`src/rtl/nibble_pkg.sv`:
```
// nibble_pkg: shared definitions for the nibble assembler slice.
//   NIB_W        - nibble width
//   BYTE_W       - assembled byte width (two nibbles)
//   state_t      - pairing FSM state (waiting for low or high nibble)
//   fifo_entry_t - one buffered output byte with its frame tags
package nibble_pkg;

    localparam int NIB_W  = 4;
    localparam int BYTE_W = 2 * NIB_W;

    typedef enum logic {
        LO_WAIT = 1'b0,
        HI_WAIT = 1'b1
    } state_t;

    typedef struct packed {
        logic [BYTE_W-1:0] data;
        logic              last;
        logic              partial;
    } fifo_entry_t;

    localparam int ENTRY_W = $bits(fifo_entry_t);

endpackage

```
`src/rtl/byte_fifo.sv`:
```
// byte_fifo: small synchronous FIFO with registered head presentation.
// Ports:
//   clk, rst_n  - clock, asynchronous active-low reset
//   push, push_data - write request and entry (ignored when full)
//   pop         - read request (ignored when empty)
//   pop_data    - head entry; while empty it holds the last popped entry
//   full, empty - occupancy flags, decoded from the occupancy register
module byte_fifo #(
    parameter int DEPTH = 2,
    parameter int WIDTH = 10
) (
    input  logic             clk,
    input  logic             rst_n,
    input  logic             push,
    input  logic [WIDTH-1:0] push_data,
    input  logic             pop,
    output logic [WIDTH-1:0] pop_data,
    output logic             full,
    output logic             empty
);

    localparam int AW = (DEPTH > 1) ? $clog2(DEPTH) : 1;

    logic [WIDTH-1:0] mem [DEPTH];
    logic [AW-1:0]    wr_ptr;
    logic [AW-1:0]    rd_ptr;
    logic [AW:0]      count;
    logic [WIDTH-1:0] hold;
    logic             do_push;
    logic             do_pop;

    assign full    = (count == (AW + 1)'(DEPTH));
    assign empty   = (count == '0);
    assign do_push = push && !full;
    assign do_pop  = pop && !empty;

    // An empty FIFO keeps showing the most recently popped entry so the
    // downstream data lines do not change when nothing is valid.
    assign pop_data = empty ? hold : mem[rd_ptr];

    // DEPTH is a power of two, so pointers wrap naturally.
    always_ff @(posedge clk or negedge rst_n) begin
        if (!rst_n) begin
            wr_ptr <= '0;
            rd_ptr <= '0;
            count  <= '0;
            hold   <= '0;
            for (int i = 0; i < DEPTH; i++) begin
                mem[i] <= '0;
            end
        end else begin
            if (do_push) begin
                mem[wr_ptr] <= push_data;
                wr_ptr      <= wr_ptr + AW'(1);
            end
            if (do_pop) begin
                hold   <= mem[rd_ptr];
                rd_ptr <= rd_ptr + AW'(1);
            end
            case ({do_push, do_pop})
                2'b10:   count <= count + (AW + 1)'(1);
                2'b01:   count <= count - (AW + 1)'(1);
                default: count <= count;
            endcase
        end
    end

endmodule

```
`src/rtl/nibble_assembler.sv`:
```
// nibble_assembler: pairs a low-nibble-first stream into bytes, buffers
// them in a small FIFO and tags frame ends and odd-length (padded) bytes.
// Ports:
//   clk, rst_n                     - clock, asynchronous active-low reset
//   nib_in, nib_valid, nib_last    - input nibble stream
//   nib_ready                      - nibble accepted this cycle when valid
//   byte_out, byte_last, byte_partial, byte_valid - FIFO head
//   byte_ready                     - downstream accepts the head byte
//   byte_count                     - bytes pushed since reset (wrapping)
//   odd_err, clr_err               - sticky padded-byte flag and its clear
module nibble_assembler #(
    parameter int NIB_W      = nibble_pkg::NIB_W,
    parameter int FIFO_DEPTH = 2,
    parameter int CNT_W      = 16
) (
    input  logic               clk,
    input  logic               rst_n,
    input  logic [NIB_W-1:0]   nib_in,
    input  logic               nib_valid,
    input  logic               nib_last,
    output logic               nib_ready,
    output logic [2*NIB_W-1:0] byte_out,
    output logic               byte_last,
    output logic               byte_partial,
    output logic               byte_valid,
    input  logic               byte_ready,
    output logic [CNT_W-1:0]   byte_count,
    output logic               odd_err,
    input  logic               clr_err
);

    import nibble_pkg::*;

    state_t           state_q;
    state_t           state_d;
    logic [NIB_W-1:0] lo_q;
    logic [NIB_W-1:0] lo_d;
    logic             run_q;
    logic             push;
    logic             set_err;
    logic             accept;
    logic             pop;
    logic             full;
    logic             empty;
    fifo_entry_t      push_entry;
    fifo_entry_t      head;
    logic [CNT_W-1:0] count_q;
    logic             err_q;

    // run_q is low during reset and rises on the first clock after release,
    // keeping nib_ready purely register-decoded.
    assign nib_ready  = run_q && !full;
    assign accept     = nib_valid && nib_ready;
    assign byte_valid = !empty;
    assign pop        = byte_valid && byte_ready;

    // Pairing FSM: a low nibble is parked until its high partner arrives;
    // a frame ending on a low nibble is closed with a zero-padded byte.
    always_comb begin
        state_d    = state_q;
        lo_d       = lo_q;
        push       = 1'b0;
        set_err    = 1'b0;
        push_entry = '0;
        if (accept) begin
            unique case (state_q)
                LO_WAIT: begin
                    if (nib_last) begin
                        push               = 1'b1;
                        set_err            = 1'b1;
                        push_entry.data    = {{NIB_W{1'b0}}, nib_in};
                        push_entry.last    = 1'b1;
                        push_entry.partial = 1'b1;
                    end else begin
                        lo_d    = nib_in;
                        state_d = HI_WAIT;
                    end
                end
                HI_WAIT: begin
                    push               = 1'b1;
                    push_entry.data    = {nib_in, lo_q};
                    push_entry.last    = nib_last;
                    push_entry.partial = 1'b0;
                    state_d            = LO_WAIT;
                end
                default: state_d = LO_WAIT;
            endcase
        end
    end

    always_ff @(posedge clk or negedge rst_n) begin
        if (!rst_n) begin
            state_q <= LO_WAIT;
            lo_q    <= '0;
            run_q   <= 1'b0;
        end else begin
            state_q <= state_d;
            lo_q    <= lo_d;
            run_q   <= 1'b1;
        end
    end

    // A padded push in the same cycle as clr_err leaves the flag set.
    always_ff @(posedge clk or negedge rst_n) begin
        if (!rst_n) begin
            count_q <= '0;
            err_q   <= 1'b0;
        end else begin
            if (push) begin
                count_q <= count_q + CNT_W'(1);
            end
            if (set_err) begin
                err_q <= 1'b1;
            end else if (clr_err) begin
                err_q <= 1'b0;
            end
        end
    end

    byte_fifo #(
        .DEPTH (FIFO_DEPTH),
        .WIDTH (ENTRY_W)
    ) u_fifo (
        .clk       (clk),
        .rst_n     (rst_n),
        .push      (push),
        .push_data (push_entry),
        .pop       (pop),
        .pop_data  (head),
        .full      (full),
        .empty     (empty)
    );

    assign byte_out     = head.data;
    assign byte_last    = head.last;
    assign byte_partial = head.partial;
    assign byte_count   = count_q;
    assign odd_err      = err_q;

endmodule

```
`config.mk`:
```
export PLATFORM = sky130hd
export DESIGN_NAME = nibble_assembler
export DESIGN_NICKNAME = d
export VERILOG_FILES = /design/src/rtl/nibble_pkg.sv /design/src/rtl/byte_fifo.sv /design/src/rtl/nibble_assembler.sv
export SDC_FILE = /design/constraint.sdc
export NUM_CORES = 1
export LEC_CHECK = 0
export BUFFER_PORTS_ARGS = -buffer_cell sky130_fd_sc_hd__buf_2
export CORE_AREA = 2 2 56 97
export DETAILED_ROUTE_END_ITERATION = 8
export DIE_AREA = 0 0 58 99
export MAX_ROUTING_LAYER = met4
export PLACE_DENSITY = 0.76
export SLEW_MARGIN = 5
export SYNTH_ARGS = -nofsm -noshare
export SYNTH_HDL_FRONTEND = slang
export SYNTH_HIERARCHICAL = 1
export SYNTH_SLANG_ARGS = --single-unit
```
`constraint.sdc`:
```
create_clock -name clk -period 2.9 [get_ports clk]
set_input_delay 0.435 -clock clk [delete_from_list [all_inputs] [get_ports clk]]
set_output_delay 0.435 -clock clk [all_outputs]
set_load 0.05 [all_outputs]
```
==> results.tsv <==
stage	metric	value	unit
power_and_ir_drop	Sw Share	0.430	
clock_network	# resized after CTS	0	
global_route	first-pass GRT wire length	8.65	mm
synthesis	post-synth top area cell	dfrtp_1	
floorplan	chip width	58	um
run_status	run status	complete, no violations	
sta	Slew @ Worst Pin	0.626	ns
placed_design	GPL Wtd Cong	0.757	
drt	Antenna Nets Post-Route	0	
finish	nets	290	
finish	Layout Cells excl Fill	337	
sta	Slew HR	0.583	
floorplan	die height	99	um
synthesis	top post-synthesis cells by area	dfrtp_1 (53%), mux2_2 (11%), xor2_1 (3.9%), mux2i_1 (3.8%), nand2_1 (3.5%)	
global_route	largest net degree at the start of global routing	58	
setup_path	startpoint types	register	
floorplan	boundary pin count	39	
synthesis	predominant post-synthesis flop cell	dfrtp_1	
floorplan	core area	0.00493	mm^2
synthesis	Synth Instances	235	
clock_network	Clock Latency Late Sink	0.33	ns
synthesis	top-count cell post-synth	dfrtp_1	
power_and_ir_drop	Pwr Total	3.26	mW
synthesis	Seq/Total Area, Yosys	0.535	
power_and_ir_drop	P_int	1.86	mW
flow_run	Max Cap Viol	0	
sta	Final Cycle Share	0.760	
clock_network	clock-pin transition on the worst setup and hold timing paths	0.06	ns
global_route	gr ovfl total	0	
synthesis	Avg Synthesized Cell Area	11.3	um^2
finish	share of layout cells above drive strength 1	0.329	
power_and_ir_drop	leakage power	1.67	nW
global_route	vias in the first global route	1831	
drt	DR DRC count	0	
sta	fmax	454	MHz
drt	WL final	4.97	mm
power_and_ir_drop	Logic pwr share	0.406	
sta	Final setup viols	0	
synthesis	ys async rst share	1.00	
power_and_ir_drop	Sequential Power Share	0.382	
synthesis	YS warnings	6	
clock_network	clock tree from TritonCTS	built	
power_and_ir_drop	Peak supply drop	0.000940	V
placed_design	PortBufs	38	
synthesis	Distinct cells, synth	32	
sta	Final Hold Viols	0	
clock_network	htree depth	3	
floorplan	Die ar.	0.00574	mm^2
setup_path	critical path arrival	2.41	ns
placed_design	HPWL Detailed	3.61	mm
synthesis	post-synth top area share	0.535	
drt	drt first pass iters	4	
floorplan	Initial Util	0.540	
synthesis	Post-Syn Area	0.00267	mm^2
drt	DR vias	1793	
power_and_ir_drop	power density over the cells	1060	mW/mm^2
worst_hold_path	worst min-delay path class	input pin to async pin	
clock_network	Clock Tree Buf Depth	2	
clock_network	hold_buf cts	0	
drt	routed vias/inst	5.32	
clock_network	total CTS buffers	9	
sta	max-slew violation count	0	
clock_network	clock root cell	clkbuf_8	
floorplan	std cell rows	34	
finish	area growth from synthesis to layout	16.0	%
setup_path	Worst EP required	3.11	ns
finish	register area	0.00143	mm^2
setup_path	critical path capture point type	register	
clock_network	CTS sink count	57	
sta	RSZ-0062 raised after global routing	no	
sta	setup_tns	0	ns
synthesis	#FFs+latches synth	57	
sta	skew final	0.00571	ns
power_and_ir_drop	Net Sw Power	1.40	mW
synthesis	post-synthesis net count	247	
global_route	initial antenna violation count	0	
drt	drt first-iter violations	22	
finish	area occupied by multi-input gates	0.00115	mm^2
setup_path	Worst Path Max Fanout	10	
drt	WL per Instance	14.7	um
synthesis	Post-synth top cells	dfrtp_1 (57), mux2_2 (25), nand2_1 (25)	
placed_design	placed cell count	321	
finish	ANT cells	0	
power_and_ir_drop	Clock Power Share	0.212	
finish	fill cell count	412	
synthesis	number of synthesized flops with an enable pin	0	
clock_network	Post-CTS Setup Bufs	0	
sta	Tmin final	2.20	ns
setup_path	type of the worst setup path	register to register	
global_route	GRT Total Usage	0.206	
logic make-up after synthesis:
family,synth area share
and+or+nand+nor,0.164
DFF,0.535
muxes,0.143
AOI/OAI and AO/OA,0.0493
xor gates and xnor gates,0.0657
buffers and inverters,0.0324
adders and majority gates,0.00938
other,0.00141
metal layers:
| metal | share of wire | wire [um] | vias to the layer above | GRT usage |
|---|---|---|---|---|
| met4 | 0.022 | 111 | 0 | 0.102 |
| met2 | 0.54 | 2680 | 32 | 0.329 |
| met5 | 0 | 0 | - | - |
| met1 | 0.40 | 2000 | 870 | 0.235 |
| li1 | - | - | 877 | - |
| met3 | 0.035 | 174 | 14 | 0.0538 |
power by group through the flow:
stage               sequential, mW  combinational (mW)  clock (mW)
finish                        1.25                1.32       0.692
global route                  1.29                1.43       0.747
CTS                           1.25                1.34       0.706
detailed placement            1.26                1.33           0
global placement              1.25                1.31           0
floorplan                     1.30                1.04           0
cell usage in the layout, fill, tap and decap left out, types with 2 or more instances in the layout:
cell      netlist  final
nand2_1        25     25
clkbuf_8        0     13
nand3_1         3      3
nor2b_1         2      2
nor3_2          3      3
xor2_1         12     12
a21oi_1        14     14
nor3b_2         2      2
xnor2_1         8      8
ha_1            2      2
clkinv_2        0      2
and3_1          7      7
dfrtp_1        57     57
buf_4           0      2
nor3_4          2      2
nor3_1          2      2
mux2i_1        10     10
nor2_1         23     23
buf_2           3     38
o21ai_0        11     10
and4_1          2      2
inv_1           6      6
mux2_2         25     25
worst max-delay path, cell delays in order, from the launching register on:
cell,delay [ns]
dfrtp_1,0.43
nand2b_4,0.17
inv_2,0.05
nand3b_4,0.20
nor2_1,0.39
nor3b_2,0.26
buf_4,0.22
mux2_2,0.35
sequential cells by signal (all words and copies together), names as in the netlist:
| register | count |
|---|---|
| u_fifo/mem | 20 |
| byte_count | 16 |
| u_fifo/hold | 10 |
| lo_q | 4 |
| u_fifo/count | 2 |
| odd_err | 1 |
| run_q | 1 |
| state_q | 1 |
| u_fifo/rd_ptr | 1 |
| u_fifo/wr_ptr | 1 |
stage by stage:
step	util	hold WS [ns]	worst slack, ns	instance area (um^2)
after global placement	0.587	0.452	0.776	2900
after CTS	0.627	0.0992	0.707	3090
after floorplan	-	0.139	0.752	2670
final	0.627	0.0926	0.696	3090
after global routing	0.627	0.109	0.516	3090
after detailed placement	0.587	0.458	0.722	2900
layout make-up:
class                           count  area share
Timing Repair Buffer               41      0.0728
Inverter                            7     0.00850
Clock inverter                      2     0.00324
Clock buffer                       14      0.0591
Sequential cell                    57       0.461
Multi-Input combinational cell    162       0.373
Tap cell                           54      0.0219
path summary, 6_finish.rpt:
path	startpoint	end	slack (ns)	cells past startpoint
max	u_fifo/count[0]	u_fifo/mem[18]	0.70	7
min	rst_n	byte_count[0]	0.09	2
max reg2reg	u_fifo/count[0]	u_fifo/mem[18]	0.70	7
min reg2reg	byte_count[15]	byte_count[15]	0.47	1
max in group asynchronous	rst_n	u_fifo/hold[4]	2.56	2
min in group clk	clr_err	odd_err	0.30	2
No activity file was read; power rests on OpenSTA's default activity.
